$ cat config.mk
export PLATFORM = sky130hd
export DESIGN_NAME = pc_gen
export DESIGN_NICKNAME = d
export VERILOG_FILES = /design/src/rtl/pc_gen.sv
export SDC_FILE = /design/constraint.sdc
export NUM_CORES = 1
export LEC_CHECK = 0
export CAP_MARGIN = 20
export CELL_PAD_IN_SITES_DETAIL_PLACEMENT = 0
export CELL_PAD_IN_SITES_GLOBAL_PLACEMENT = 1
export CORE_MARGIN = 2
export CORE_UTILIZATION = 38
export DETAILED_ROUTE_END_ITERATION = 8
export PLACE_DENSITY = 0.86
export SLEW_MARGIN = 20
export SYNTH_ARGS = -nofsm -noshare
export SYNTH_HDL_FRONTEND = slang
export SYNTH_SLANG_ARGS = --single-unit
$ cat constraint.sdc
create_clock -name clk -period 5.35 [get_ports clk]
set_input_delay 1.07 -clock clk [delete_from_list [all_inputs] [get_ports clk]]
set_output_delay 1.07 -clock clk [all_outputs]
set_load 0.05 [all_outputs]
$ cat src/rtl/pc_gen.sv
// Program-counter generator for the fetch stage: valid/ready fetch handshake,
// stall/halt control, jump redirection with misalignment trapping, trap entry/return.
//
//   state   | meaning
//   BOOT    | just out of reset, PC = RESET_ADDR, no fetch request
//   RUN     | issuing fetch requests, PC advances on handshake or redirect
//   HALT    | no fetch request, PC held; resume or trap leaves
module pc_gen #(
  parameter int              XLEN       = 32,
  parameter logic [XLEN-1:0] RESET_ADDR = 'h0000_0000,
  parameter logic [XLEN-1:0] TRAP_VEC   = 'h0000_0100,
  parameter int              INST_BYTES = 4
) (
  input  logic            clk,
  input  logic            rstn,
  input  logic            fetch_ready_i,
  input  logic            stall_i,
  input  logic            halt_req_i,
  input  logic            resume_i,
  input  logic            jump_en_i,
  input  logic [XLEN-1:0] jump_addr_i,
  input  logic            trap_en_i,
  input  logic [XLEN-1:0] trap_epc_i,
  input  logic            ret_en_i,
  output logic [XLEN-1:0] pc_o,
  output logic            pc_valid_o,
  output logic [XLEN-1:0] epc_o,
  output logic            misalign_o,
  output logic [XLEN-1:0] misalign_addr_o,
  output logic            halted_o
);

  localparam int ALIGN_W = $clog2(INST_BYTES);

  typedef enum logic [1:0] {ST_BOOT, ST_RUN, ST_HALT} state_e;

  state_e          state_q, state_d;
  logic [XLEN-1:0] pc_q, pc_d;
  logic [XLEN-1:0] epc_q, epc_d;
  logic            misalign_q, misalign_d;
  logic [XLEN-1:0] misalign_addr_q, misalign_addr_d;
  logic            pc_valid_q, pc_valid_d;
  logic            halted_q, halted_d;
  logic            jump_misaligned;

  assign jump_misaligned = (jump_addr_i[ALIGN_W-1:0] != '0);

  always_ff @(posedge clk or negedge rstn) begin
    if (!rstn) begin
      state_q         <= ST_BOOT;
      pc_q            <= RESET_ADDR;
      epc_q           <= '0;
      misalign_q      <= 1'b0;
      misalign_addr_q <= '0;
      pc_valid_q      <= 1'b0;
      halted_q        <= 1'b0;
    end else begin
      state_q         <= state_d;
      pc_q            <= pc_d;
      epc_q           <= epc_d;
      misalign_q      <= misalign_d;
      misalign_addr_q <= misalign_addr_d;
      pc_valid_q      <= pc_valid_d;
      halted_q        <= halted_d;
    end
  end

  always_comb begin
    state_d         = state_q;
    pc_d            = pc_q;
    epc_d           = epc_q;
    misalign_d      = 1'b0;
    misalign_addr_d = misalign_addr_q;
    case (state_q)
      ST_BOOT: state_d = ST_RUN;
      ST_RUN: begin
        if (trap_en_i) begin
          pc_d  = TRAP_VEC;
          epc_d = trap_epc_i;
        end else if (ret_en_i) begin
          pc_d = epc_q;
        end else if (jump_en_i) begin
          // A misaligned target traps instead of being fetched
          if (jump_misaligned) begin
            pc_d            = TRAP_VEC;
            epc_d           = jump_addr_i;
            misalign_d      = 1'b1;
            misalign_addr_d = jump_addr_i;
          end else begin
            pc_d = jump_addr_i;
          end
        end else if (halt_req_i) begin
          state_d = ST_HALT;
        end else if (!stall_i && fetch_ready_i) begin
          pc_d = pc_q + XLEN'(INST_BYTES);
        end
      end
      ST_HALT: begin
        if (trap_en_i) begin
          pc_d    = TRAP_VEC;
          epc_d   = trap_epc_i;
          state_d = ST_RUN;
        end else if (resume_i) begin
          state_d = ST_RUN;
        end
      end
      default: state_d = ST_BOOT;
    endcase
    pc_valid_d = (state_d == ST_RUN);
    halted_d   = (state_d == ST_HALT);
  end

  assign pc_o            = pc_q;
  assign pc_valid_o      = pc_valid_q;
  assign epc_o           = epc_q;
  assign misalign_o      = misalign_q;
  assign misalign_addr_o = misalign_addr_q;
  assign halted_o        = halted_q;

endmodule

==> flow_metrics.env, run 1 <==
export IMPL_status="finished clean"
export IMPL_drt_met1_wl_um=7570
export IMPL_post_cts_buffers=0
export IMPL_rsz0062_at_grt="no"
export IMPL_dp_hpwl_um=12100
export IMPL_clk_pin_slew_worst_paths_ns=0.07
export IMPL_hold_violations=0
export IMPL_synth_edf_count=0
export IMPL_fin_ws_ns=1.88
export IMPL_numCtsBuffers=9
export IMPL_setup_viol=0
export IMPL_start_kind="primary input"
export IMPL_die_x_um=124
export IMPL_dieArea_sq_um=15300
export IMPL_post_route_period_util_pct=64.9
export IMPL_grt_overflow=0
export IMPL_firstDrtPassIters=5
export IMPL_postCtsHoldBufs=0
export IMPL_die_height_um=124
export IMPL_cts_buffer_depth=2
export IMPL_crit_type="in -> reg"
export IMPL_antenna_found_initial=0
export IMPL_cts_tree="done"
export IMPL_maxSlewViolCount=0
export IMPL_synthMuxAreaShare_pct=12.7
export IMPL_hold_class="reg -> reg"
export IMPL_routed_via_density=5.64
export IMPL_synth_top_family_by_area="compound AO/OA/AOI/OAI gates"
export IMPL_final_cell_area_sq_um=7560
export IMPL_p_leak_uw=0.00305
export IMPL_layout_cells_non_filler=886
export IMPL_synth_seq_area_share_pct=46.6
export IMPL_tns_ns=0
export IMPL_final_common_cell="clkdlybuf4s50_1"
export IMPL_cap_viol_max_count=0
export IMPL_htreeDepth=3
export IMPL_tightest_slew_ns=1.03
export IMPL_areaGrowthSynthToFinish_pct=39.2
export IMPL_gp_congestion=0.859
export IMPL_routed_wl_met3_um=1190
export IMPL_syn_area_sq_um=5430
export IMPL_grt_max_degree=70
export IMPL_grt_pass1_wl_um=27500
export IMPL_synthSimpleGateAreaFrac_pct=16.7
export IMPL_drive_above_1_share_pct=10.5
export IMPL_peakVddDrop_uv=366
export IMPL_top_layer_used="met4"
export IMPL_grt_pass1_vias=5164
export IMPL_routedWlPerCell_um=19.6
export IMPL_critPathArrivalTime_ns=3.75
export IMPL_ant_nets=0
export IMPL_period_minus_slack_ns=3.47
export IMPL_max_slew_margin_rel_pct=31.1
export IMPL_post_place_ws_ns=1.41
export IMPL_synth_cells=553
export IMPL_critPathMaxFanout=22
export IMPL_fmax_mhz=288
export IMPL_yosysWarnings=0
export IMPL_grt_total_usage_pct=23.7
export IMPL_start_util_pct=39.0
export IMPL_synth_flop_cell="dfrtp_1"
export IMPL_wl_um=17400
export IMPL_dr_wl_met2_um=8330
export IMPL_syn_avg_cell_area_sq_um=9.82
export IMPL_ctsResizeCount=0
export IMPL_synthXorXnorAreaFrac_pct=2.42
export IMPL_async_flop_share_pct=100
export IMPL_root_buffer="clkbuf_16"
export IMPL_vias=4999
export IMPL_cp_end_kind="flop"
export IMPL_layout_common_cells="clkdlybuf4s50_1 (169), dfrtp_1 (101), nor2_1 (52)"
export IMPL_yosys_cell_types_count=64
export IMPL_clock_sinks=101
export IMPL_pwr_density_cell_nw_per_um2=678
export IMPL_synth_seq_cells=101
export IMPL_clock_skew_ns=0.00738
export IMPL_synth_compound_area_share_pct=16.8
export IMPL_syn_nets=631
export IMPL_ios=172
export IMPL_clk_latency_ns=0.36
export IMPL_required_ns=5.63
export IMPL_placed_cell_area_sq_um=7260
export IMPL_core_sq_um=13900
export IMPL_synthAdderAreaFrac_pct=1.15
export IMPL_rows=43
export IMPL_dp_cells=872
export IMPL_nNetsFinal=781
export IMPL_drtIter0Drc=305
export IMPL_io_buffer_count=171
export IMPL_route_detailed_drc=0
export IMPL_antenna_cells=0
worst max-delay path, stage by stage:
cell and delay, ns:
clkdlybuf4s50_1 1.10, nor4b_2 0.97, a22oi_1 0.14, nor3_1 0.23
a41oi_1 0.06, o21ai_0 0.17
power breakdown:
group | internal, uW | total [uW] | leakage (uW) | switching, uW
Clock | 369 | 660 | 0.000136 | 291
Sequential | 1130 | 1510 | 0.00122 | 382
Combinational | 1010 | 2950 | 0.00169 | 1950
Total | 2500 | 5120 | 0.00305 | 2620
synthesized netlist by cell type, types with 6 or more instances:
cell type	count	area share, %
mux2i_1	32	5.9
xor2_1	8	1.3
nor2_1	53	3.7
a22o_1	6	0.97
xnor2_1	7	1.1
nor4_1	6	0.69
buf_2	6	0.55
nand2_1	37	2.6
a21oi_1	50	4.6
dfrtp_1	101	47
nand4_1	7	0.81
nand3_1	18	1.7
o21ai_0	46	4.2
nor3_1	15	1.4
a22oi_1	7	0.97
a221oi_1	8	1.3
mux2_2	33	6.8
clkbuf_1	23	1.6
inv_1	13	0.90
through the flow:
stage | util [%] | power [uW] | hold WS, ns
after global placement | 52.1 | 4410 | 0.476
final | 54.2 | 5120 | 0.499
after floorplan | - | 3390 | 0.581
after global routing | 54.2 | 5390 | 0.521
after detailed placement | 52.1 | 4470 | 0.490
after CTS | 54.2 | 5150 | 0.505
worst paths after layout:
path / from / end / slack (ns) / cells past startpoint
max: jump_en_i / pc_o[19] / 1.88 / 6
min: pc_o[0] / pc_o[0] / 0.50 / 2
max reg2reg: state_q[0] / pc_o[21] / 2.80 / 6
min reg2reg: pc_o[0] / pc_o[0] / 0.50 / 2
max in group asynchronous: rstn / misalign_addr_o[27] / 3.53 / 2
min in group asynchronous: rstn / misalign_addr_o[13] / 0.84 / 1
cells by family after synthesis:
| kind of cell | count (synthesis) |
|---|---|
| buf+inv | 50 |
| fa+ha+maj | 5 |
| mux | 65 |
| flops | 101 |
| simple gates | 170 |
| xor+xnor | 15 |
| compound gates | 147 |
state kept, by name, summed over array words and instances, names as in the netlist:
signal,cells
epc_o,32
state_q,2
pc_valid_o,1
halted_o,1
pc_o,32
misalign_addr_o,32
misalign_o,1
layout make-up:
cell class                      count  area (sq um)
Clock buffer                       10           239
Tap cell                          180           225
Clock inverter                      4          50.0
Timing Repair Buffer              175          1730
Sequential cell                   101          2530
Inverter                           14          52.6
Fill cell                        1253          6380
Multi-Input combinational cell    402          2730
metal layers:
metal / up-vias / track usage (%)
li1: 2325 / -
met1: 2489 / 30.0
met2: 166 / 39.5
met3: 19 / 7.56
met4: 0 / 5.68
met5: - / 0
No activity file was read; power rests on OpenSTA's default activity.
==> inputs of run 2 (changes only) <==
Settings changed: CORE_UTILIZATION 38 to 32, PLACE_DENSITY 0.86 to 0.77.
Clock period 5.35 ns to 3.11 ns, I/O delays scaled along.
==> run 2 against run 1 <==
Net effect:
- cell area is 2.9% higher
- flip-flop and latch count stayed put
- non-clock buffer count is 17 higher
- critical path type unchanged
- sequential power is 73% higher
- sequential share of layout area is 0.96 points lower
- cell count is 6.5% higher
- critical path depth is 2 higher
- utilization is 7.3 points lower
- worst setup slack worse by 1.3 ns
==> flow_metrics.env, run 2 (same netlist as run 1, synthesis figures left out) <==
export IMPL_areaGrowthSynthToFinish_pct=43.3
export IMPL_drive_above_1_share_pct=12.3
export IMPL_ant_nets=0
export IMPL_routedWlPerCell_um=19.1
export IMPL_wl_um=18100
export IMPL_nNetsFinal=798
export IMPL_tns_ns=0
export IMPL_multi_input_area_sq_um=2720
export IMPL_route_detailed_drc=0
export IMPL_layout_cells_non_filler=944
export IMPL_clock_sinks=101
export IMPL_peakVddDrop_uv=672
export IMPL_clk_pin_slew_worst_paths_ns=0.07
export IMPL_rows=47
export IMPL_dieArea_sq_um=18000
export IMPL_max_slew_margin_rel_pct=59.5
export IMPL_p_leak_uw=0.00316
export IMPL_crit_type="in -> reg"
export IMPL_antenna_cells=0
export IMPL_hold_class="in -> async"
export IMPL_final_common_cell="clkdlybuf4s50_1"
export IMPL_cts_tree="done"
export IMPL_core_sq_um=16600
export IMPL_regArea_sq_um=2530
export IMPL_ios=172
export IMPL_start_kind="primary input"
export IMPL_drt_met1_wl_um=8090
export IMPL_grt_total_usage_pct=20.1
export IMPL_cap_viol_max_count=0
export IMPL_status="finished clean"
export IMPL_ctsResizeCount=0
export IMPL_root_buffer="clkbuf_16"
export IMPL_grt_pass1_vias=5042
export IMPL_dp_cells=929
export IMPL_start_util_pct=32.7
export IMPL_cp_end_kind="flop"
export IMPL_grt_overflow=0
export IMPL_drtIter0Drc=248
export IMPL_post_route_period_util_pct=79.8
export IMPL_fmax_mhz=403
export IMPL_routed_wl_met3_um=1370
export IMPL_postCtsHoldBufs=0
export IMPL_antenna_found_initial=0
export IMPL_grt_pass1_wl_um=28200
export IMPL_grt_max_degree=63
export IMPL_die_x_um=134
export IMPL_hold_violations=0
export IMPL_dr_wl_met2_um=8370
export IMPL_gp_congestion=0.833
export IMPL_top_layer_used="met4"
export IMPL_routed_via_density=5.38
export IMPL_tightest_slew_ns=0.601
export IMPL_clock_skew_ns=0.0119
export IMPL_post_cts_buffers=0
export IMPL_clk_latency_ns=0.35
export IMPL_cts_buffer_depth=2
export IMPL_required_ns=3.39
export IMPL_numCtsBuffers=9
export IMPL_critPathMaxFanout=36
export IMPL_io_buffer_count=171
export IMPL_firstDrtPassIters=5
export IMPL_vias=5075
export IMPL_pwr_density_cell_nw_per_um2=1150
export IMPL_maxSlewViolCount=0
export IMPL_dp_hpwl_um=13200
export IMPL_period_minus_slack_ns=2.48
export IMPL_layout_common_cells="clkdlybuf4s50_1 (169), dfrtp_1 (101), nor2_1 (52)"
export IMPL_rsz0062_at_grt="no"
export IMPL_setup_viol=0
export IMPL_critPathArrivalTime_ns=2.76
export IMPL_htreeDepth=3
export IMPL_fillers=1560
export IMPL_die_height_um=134
run 2: changes by cell type in the layout (fill, tap and decap cells not counted), moves of 2 or more:
cell and change:
clkbuf_1 +2, clkinvlp_4 -2, buf_12 +3, buf_4 +14
run 2: cell type report:
cell class              count  area share, %
multi-input cells         402           35.0
flip-flops and latches    101           32.5
repair buffers            192           24.4
well taps                 220           3.54
clock buffers              11           2.99
clock inverters             4          0.949
inverters                  14          0.675
run 2: report_power, final:
part	internal (uW)	total, uW	switching [uW]
Clock	702	1210	506
Combinational	1780	5140	3360
Sequential	1940	2610	668
run 2: final timing paths:
| kind | start | to | slack [ns] | cells past startpoint |
|---|---|---|---|---|
| hold / removal | rstn | misalign_addr_o[13] | 0.25 | 1 |
| setup reg to reg | state_q[0] | pc_o[7] | 0.72 | 7 |
| hold reg to reg | misalign_addr_o[11] | misalign_addr_o[11] | 0.50 | 1 |
| min in group clk | misalign_addr_o[11] | misalign_addr_o[11] | 0.50 | 1 |
| max in group asynchronous | rstn | misalign_addr_o[14] | 2.08 | 2 |
| setup / recovery | jump_en_i | epc_o[20] | 0.63 | 8 |
run 2: per-stage QoR:
step           util (%)  hold slack [ns]  instance area [sq um]  total power, uW  worst slack (ns)
2_1_floorplan         -            0.326                   5430             5840             0.869
3_3_place_gp       45.1            0.465                   7470             7700             0.405
3_5_place_dp       45.1            0.486                   7470             7780             0.279
4_1_cts            46.9            0.261                   7780             9030             0.650
5_1_grt            46.9            0.287                   7780             9410             0.475
6_report           46.9            0.252                   7780             8960             0.627
run 2: worst max-delay path, stage by stage:
cell	delay, ns
clkdlybuf4s50_1	0.77
buf_4	0.30
nand2b_1	0.15
nor3_1	0.16
o22a_2	0.18
buf_4	0.33
nor2_1	0.09
a21oi_1	0.14
run 2: layer usage:
layer	track usage (%)	vias to the layer above
li1	-	2358
met1	27.3	2499
met2	32.1	202
met3	4.84	16
met4	5.91	0
met5	0	-
